<file path="src/rtl/ram_fifo_pkg.sv">
// rtl/ram_fifo_pkg.sv - shared constants and types for the RAM-backed FIFO controller
//
// Purpose: default widths for ram_fifo_ctrl, the skid occupancy type and the
//          number of skid entries that absorb the RAM's 1-cycle read latency.
// Ports:   none (package).
package ram_fifo_pkg;

  localparam int RF_ADDR_WIDTH = 4;
  localparam int RF_DATA_WIDTH = 8;
  localparam int RF_DEPTH      = 16;

  // Two entries: one for the word arriving from the RAM and one for the word
  // the consumer has not yet taken, so a fetch can be issued every cycle.
  localparam int SKID_ENTRIES  = 2;

  // Total occupancy at default width: RAM (0..DEPTH) + in-flight + skid.
  typedef logic [RF_ADDR_WIDTH+1:0] count_t;

  // Skid occupancy, 0..SKID_ENTRIES.
  typedef logic [1:0] skid_cnt_t;

endpackage

</file>
<file path="src/rtl/ram_fifo_skid.sv">
// rtl/ram_fifo_skid.sv - 2-entry register FIFO forming the FIFO output stage
//
// Purpose: holds words returned by the RAM until the consumer takes them.
//          Entry 0 is always the head; enqueue and dequeue may coincide when
//          the stage holds one or two words.
// Ports:
//   clk, rst          clock, asynchronous active-low reset
//   enq, enq_data     write a word (caller guarantees no overflow)
//   deq               remove the head word (caller guarantees not empty)
//   cnt               current occupancy 0..2
//   head              head word (0 after reset)
module ram_fifo_skid
  import ram_fifo_pkg::*;
#(
  parameter int DATA_WIDTH = RF_DATA_WIDTH
) (
  input  logic                  clk,
  input  logic                  rst,
  input  logic                  enq,
  input  logic [DATA_WIDTH-1:0] enq_data,
  input  logic                  deq,
  output skid_cnt_t             cnt,
  output logic [DATA_WIDTH-1:0] head
);

  logic [DATA_WIDTH-1:0] ent0_q, ent0_d;
  logic [DATA_WIDTH-1:0] ent1_q, ent1_d;
  skid_cnt_t             cnt_q, cnt_d;

  always_comb begin
    ent0_d = ent0_q;
    ent1_d = ent1_q;
    cnt_d  = cnt_q;
    case ({enq, deq})
      2'b10: begin
        if (cnt_q == 2'd0) ent0_d = enq_data;
        else               ent1_d = enq_data;
        cnt_d = cnt_q + 2'd1;
      end
      2'b01: begin
        ent0_d = ent1_q;
        cnt_d  = cnt_q - 2'd1;
      end
      2'b11: begin
        // Occupancy unchanged; the new word lands behind whatever remains.
        if (cnt_q == 2'd1) begin
          ent0_d = enq_data;
        end else begin
          ent0_d = ent1_q;
          ent1_d = enq_data;
        end
      end
      default: ;
    endcase
  end

  always_ff @(posedge clk or negedge rst) begin
    if (!rst) begin
      ent0_q <= '0;
      ent1_q <= '0;
      cnt_q  <= '0;
    end else begin
      ent0_q <= ent0_d;
      ent1_q <= ent1_d;
      cnt_q  <= cnt_d;
    end
  end

  assign cnt  = cnt_q;
  assign head = ent0_q;

endmodule

</file>
<file path="src/rtl/ram_fifo_ctrl.sv">
// rtl/ram_fifo_ctrl.sv - FIFO controller driving a simple dual-port RAM with registered read
//
// Purpose: turns a valid/ready push stream and a valid/ready pop stream into
//          RAM write/read strobes, hiding the 1-cycle read latency behind a
//          2-entry skid so a ready consumer receives one word per cycle.
// Optional: RAM_FIFO_CTRL_ALMOST_EN adds almost_full / almost_empty outputs.
// Ports:
//   clk, rst                       clock, asynchronous active-low reset
//   s_valid, s_ready, s_data       push stream
//   m_valid, m_ready, m_data       pop stream
//   count                          words held (RAM + in flight + skid)
//   ram_we, ram_wr_addr, ram_wr_din  RAM write port
//   ram_re, ram_rd_addr, ram_rd_dout RAM read port (dout valid cycle after re)
//   almost_full, almost_empty      threshold flags (optional)
module ram_fifo_ctrl
  import ram_fifo_pkg::*;
#(
  parameter int ADDR_WIDTH = RF_ADDR_WIDTH,
  parameter int DATA_WIDTH = RF_DATA_WIDTH,
  parameter int DEPTH      = RF_DEPTH,
  parameter int AF_THRESH  = 14,
  parameter int AE_THRESH  = 2
) (
  input  logic                  clk,
  input  logic                  rst,
  input  logic                  s_valid,
  output logic                  s_ready,
  input  logic [DATA_WIDTH-1:0] s_data,
  output logic                  m_valid,
  input  logic                  m_ready,
  output logic [DATA_WIDTH-1:0] m_data,
  output logic [ADDR_WIDTH+1:0] count,
  output logic                  ram_we,
  output logic [ADDR_WIDTH-1:0] ram_wr_addr,
  output logic [DATA_WIDTH-1:0] ram_wr_din,
  output logic                  ram_re,
  output logic [ADDR_WIDTH-1:0] ram_rd_addr,
  input  logic [DATA_WIDTH-1:0] ram_rd_dout
`ifdef RAM_FIFO_CTRL_ALMOST_EN
  ,
  output logic                  almost_full,
  output logic                  almost_empty
`endif
);

  localparam int MW = ADDR_WIDTH + 1;
  localparam int CW = ADDR_WIDTH + 2;

  logic [ADDR_WIDTH-1:0] wr_ptr_q, wr_ptr_d;
  logic [ADDR_WIDTH-1:0] rd_ptr_q, rd_ptr_d;
  logic [MW-1:0]         mem_cnt_q, mem_cnt_d;
  logic                  pend_q, pend_d;
  skid_cnt_t             skid_cnt;
  logic                  push;
  logic                  pop;
  logic [2:0]            skid_occ;

  // Full is judged on registered mem_cnt only, so a slot freed by this
  // cycle's fetch cannot be reused until the next cycle.
  assign s_ready = (mem_cnt_q != MW'(DEPTH));
  assign push    = s_valid & s_ready;
  assign m_valid = (skid_cnt != 2'd0);
  assign pop     = m_valid & m_ready;

  // Skid occupancy one cycle ahead if no fetch is issued now; fetching is
  // allowed only while that leaves room for the word this fetch returns.
  assign skid_occ = {1'b0, skid_cnt} + {2'b00, pend_q} - {2'b00, pop};
  assign ram_re   = (mem_cnt_q != '0) && (skid_occ < 3'(SKID_ENTRIES));

  assign ram_we      = push;
  assign ram_wr_addr = wr_ptr_q;
  assign ram_wr_din  = s_data;
  assign ram_rd_addr = rd_ptr_q;

  // mem_cnt covers committed writes only, so the read address never equals
  // the address being written this cycle and no bypass is needed.
  always_comb begin
    wr_ptr_d  = wr_ptr_q + ADDR_WIDTH'(push);
    rd_ptr_d  = rd_ptr_q + ADDR_WIDTH'(ram_re);
    mem_cnt_d = mem_cnt_q + MW'(push) - MW'(ram_re);
    pend_d    = ram_re;
  end

  always_ff @(posedge clk or negedge rst) begin
    if (!rst) begin
      wr_ptr_q  <= '0;
      rd_ptr_q  <= '0;
      mem_cnt_q <= '0;
      pend_q    <= 1'b0;
    end else begin
      wr_ptr_q  <= wr_ptr_d;
      rd_ptr_q  <= rd_ptr_d;
      mem_cnt_q <= mem_cnt_d;
      pend_q    <= pend_d;
    end
  end

  // pend_q marks that ram_rd_dout carries a fetched word this cycle; after a
  // reset it is 0, so a read launched before reset is dropped.
  ram_fifo_skid #(
    .DATA_WIDTH(DATA_WIDTH)
  ) u_skid (
    .clk      (clk),
    .rst      (rst),
    .enq      (pend_q),
    .enq_data (ram_rd_dout),
    .deq      (pop),
    .cnt      (skid_cnt),
    .head     (m_data)
  );

  assign count = CW'(mem_cnt_q) + CW'(pend_q) + CW'(skid_cnt);

`ifdef RAM_FIFO_CTRL_ALMOST_EN
  assign almost_full  = (count >= CW'(AF_THRESH));
  assign almost_empty = (count <= CW'(AE_THRESH));
`else
  logic unused_thresh;
  assign unused_thresh = ^{AF_THRESH[0], AE_THRESH[0]};
`endif

endmodule
</file>
<file path="config.mk">
export PLATFORM = sky130hd
export DESIGN_NAME = ram_fifo_ctrl
export DESIGN_NICKNAME = d
export VERILOG_FILES = /design/src/rtl/ram_fifo_pkg.sv /design/src/rtl/ram_fifo_skid.sv /design/src/rtl/ram_fifo_ctrl.sv
export SDC_FILE = /design/constraint.sdc
export NUM_CORES = 1
export LEC_CHECK = 0
export CORE_MARGIN = 2
export CORE_UTILIZATION = 45
export DETAILED_ROUTE_END_ITERATION = 12
export PLACE_DENSITY = 0.75
export SYNTH_ARGS = -nofsm -noshare
export SYNTH_HDL_FRONTEND = slang
export SYNTH_SLANG_ARGS = --single-unit
</file>
<file path="constraint.sdc">
create_clock -name clk -period 8.2 [get_ports clk]
set_input_delay 1.64 -clock clk [delete_from_list [all_inputs] [get_ports clk]]
set_output_delay 1.64 -clock clk [all_outputs]
set_load 0.005 [all_outputs]
</file>
==> results by group <==
Status
  • Status: finished clean

Timing
  • TNS Setup: 0 ns
  • RSZ-0062 raised after global routing: no
  • Final setup violating endpoints: 0
  • Worst-Margin Slew: about 0.59 ns
  • Fmax: approximately 170 MHz
  • Fin crit share: approximately three quarters
  • Clock Skews: ~0.011 ns
  • Slew margin rel.: 60.3%
  • Final WS setup: 2.17 ns
  • Pins Over Slew Limit: 0
  • Hold Vio Cnt, Final: 0
  • Time the worst path needs with I/O delays and setup: 6.03 ns

Critical path
  • Crit path kind: in2out
  • Crit. End Element: output pin
  • Crit start category: primary input
  • R2R Path End: mem_cnt_q[4]$_DFF_PN0_
  • Reg2Reg Launch Point: u_skid.cnt[1]$_DFFE_PN0P_
  • Critical Path Source: m_ready
  • CP Capture Point: ram_re
  • Worst path max stage delay: 0.55 ns
  • Crit path max fanout: 9
  • Critical-path top delay cell: clkdlybuf4s50_1
  • CP top delay family: buffers and inverters
  • Worst r2r path cells: 15
  • R2R setup slack: 4.27 ns
  • CP arrival: roughly 4.4 ns
  • Req. time, crit path: around 6.6 ns
  • Cell count along the critical path: 8
  • CP cell instances: clkdlybuf4s50_1 -> nor2b_1 -> xnor2_1 -> nand2b_1 -> fa_1 -> xnor2_1 -> o211a_1 -> clkdlybuf4s50_1
  • Buf+Inv Stages, Crit Path: 2

Global route
  • Antenna violations before repair: 0
  • Global Route Usage Sum: between 10% and 20%
  • Vias in the first global route: between 1000 and 1500
  • Largest net degree at the start of global routing: 33
  • Total gr overflow: 0
  • First-pass GRT wire length: between 5000 and 6000 um

Synth
  • Mean cell area of the mapped netlist: roughly 11 um^2
  • Post-synth EDFFs: 0
  • Synthesized cell area: between 1500 and 2000 um^2
  • Synth top area share: a little under half
  • FF+latch count, synth: 32
  • Post-synth net total: between 150 and 200
  • Top cells by area, synth: dfrtp_1 (46%), ha_1 (11%), fa_1 (4.6%)
  • Post-synth cell types: 30
  • Synthesis Warnings: 0
  • Top FF cell, synth: dfrtp_1
  • Sequential element share of the synthesized area: around 46%
  • Area leader, netlist: dfrtp_1
  • Cell count after synthesis: 157
  • Fraction of registers with async set/reset: 100%

Pwr
  • PD cells: between 400 and 500 nW/um^2
  • Total power: around 980 uW
  • VDD IR max: 0.264 mV
  • Leak: about 0.95 nW

CTS
  • Max Buffers Root-to-Sink: 2
  • H-tree levels: 2
  • Root Driver: clkbuf_8
  • # hold bufs at CTS: 0
  • CTS buffer count: 5
  • TritonCTS clock tree: built
  • Post-CTS resize count: 0
  • CTS clk-pin slew, worst paths: around 0.060 ns
  • CTS sink cnt: 32
  • Total setup buffers inserted after CTS: 0
  • Worst-Skew Late Latency: between 0.2 and 0.3 ns

Floorplanning
  • Die Wd: 66.2 um
  • Core Area: around 3700 um^2
  • Rows: 22
  • Starting Density: 47.2%
  • IO Count: between 50 and 60
  • Die area: about 4400 um^2
  • Die Ht: between 60 and 70 um

Route
  • Drt first pass iters: 4
  • Initial DRC Count: 88
  • Vias: 1200
  • Drt via density: a little over 5
  • Remaining antenna violation count after routing: 0
  • Routed WL: 3290 um
  • Routed wire length per instance: approximately 14 um
  • DR DRC count: 0

Layout
  • Diode count: 0
  • # fillers: about 320
  • Layout cells sized above 1: 8.47%
  • Area of the multi-input gates: 807 um^2
  • Finished Cell Area: between 2000 and 2500 um^2
  • FF+latch area: roughly 800 um^2
  • P&R area growth vs syn: 24.7%
  • Post-Route Utilization: around three fifths
  • Nets: 228

Run
  • Max-capacitance violation count: 0

Placed design
  • Number of port buffers: 37
  • Post-Place Worst Slack: about 2.2 ns
  • Area post-placement: 2090 um^2
  • GP Congestion: slightly above 0.8
  • DP HPWL: 2550 um

Min path
  • Hold Crit Class: reg2reg
## flip-flops by register name, indices dropped and copies added, names as in the netlist
name           count
u_skid.ent1_q      8
u_skid.head        8
mem_cnt_q          5
ram_rd_addr        4
ram_wr_addr        4
u_skid.cnt         2
pend_q             1
## per-stage QoR
step	hold WS [ns]	std cells
after CTS	0.478	237
after floorplan	0.458	157
after global placement	0.460	230
after detailed placement	0.466	230
final	0.473	237
after global routing	0.489	237
## layout make-up
class                   count  share of cell area, %
clock inverters             1                  0.230
repair buffers             38                   17.4
well taps                  48                   2.76
flip-flops and latches     32                   36.9
multi-input cells          99                   37.2
clock buffers               6                   3.34
inverters                  13                   2.25
## cells in the final DEF, fill, tap and decap left out, types with 2 or more instances in the layout
| cell | count |
|---|---|
| clkdlybuf4s50_1 | 37 |
| dfrtp_1 | 32 |
| ha_1 | 15 |
| inv_1 | 12 |
| nor2_1 | 11 |
| nand3_1 | 11 |
| o21ai_0 | 9 |
| xnor2_1 | 8 |
| a31oi_1 | 8 |
| mux2_2 | 7 |
| xor2_1 | 5 |
| clkbuf_8 | 5 |
| nand2_1 | 4 |
| fa_1 | 4 |
| nand2b_1 | 2 |
| a21oi_1 | 2 |
| nor2b_1 | 2 |
| mux2_1 | 2 |
## logic make-up (layout without fill, tap and decap cells)
| kind of cell | count (synthesis) | after routing | share of synthesized area [%] |
|---|---|---|---|
| AOI/OAI and AO/OA | 25 | 25 | 9.48 |
| adders and majority gates | 19 | 19 | 15.4 |
| muxes | 10 | 10 | 6.39 |
| and+or+nand+nor | 32 | 32 | 8.55 |
| buffers and inverters | 26 | 58 | 7.69 |
| DFF | 32 | 32 | 46.0 |
| xor gates and xnor gates | 13 | 13 | 6.54 |
## where the power goes
group | total, mW | switching [mW] | internal, mW
Sequential | 0.314 | 0.0671 | 0.246
Combinational | 0.557 | 0.237 | 0.320
Clock | 0.111 | 0.0535 | 0.0575
## layer usage
| metal | GRT usage [%] | vias to the layer above | routed length (um) |
|---|---|---|---|
| met3 | 3.92 | 11 | 205 |
| met4 | 11.0 | 0 | 82 |
| li1 | - | 582 | - |
| met2 | 28.5 | 43 | 1620 |
| met1 | 20.6 | 564 | 1380 |
| met5 | 0 | - | 0 |
## how the worst min path moves through the flow
stage / startpoint / end / slack [ns] / cells past startpoint
after floorplan: u_skid.ent1_q[6]$_DFFE_PN0P_ / u_skid.ent1_q[6]$_DFFE_PN0P_ / 0.46 / 1
after global placement: ram_wr_addr[3]$_DFF_PN0_ / ram_wr_addr[3]$_DFF_PN0_ / 0.46 / 1
after detailed placement: ram_rd_addr[3]$_DFF_PN0_ / ram_rd_addr[3]$_DFF_PN0_ / 0.47 / 1
after CTS: ram_wr_addr[3]$_DFF_PN0_ / ram_wr_addr[3]$_DFF_PN0_ / 0.48 / 1
after global routing: ram_wr_addr[3]$_DFF_PN0_ / ram_wr_addr[3]$_DFF_PN0_ / 0.49 / 1
final: ram_wr_addr[3]$_DFF_PN0_ / ram_wr_addr[3]$_DFF_PN0_ / 0.47 / 1
## synth_stat cells (2+ instances only)
cell type and count:
o21ai_0 9, buf_4 9, dfrtp_1 32, fa_1 4, mux2_1 2, nand2b_1 2
a31oi_1 8, nor2_1 11, buf_2 2, nand3_1 11, xnor2_1 8, a21oi_1 2
mux2_2 7, nor2b_1 2, nand2_1 4, xor2_1 5, inv_1 12, ha_1 15
## worst register-to-register path, stage by stage, from the launching register on
cell and delay [ns]:
dfrtp_1 0.49, inv_1 0.14, ha_1 0.28, nor2b_1 0.50, xnor2_1 0.18, nand2b_1 0.19
fa_1 0.39, xnor2_1 0.14, o211a_1 0.18, ha_1 0.28, inv_1 0.04, ha_1 0.19
fa_1 0.40, a21oi_1 0.17, o21bai_1 0.10, xnor2_1 0.13
No activity file was read; power rests on OpenSTA's default activity.
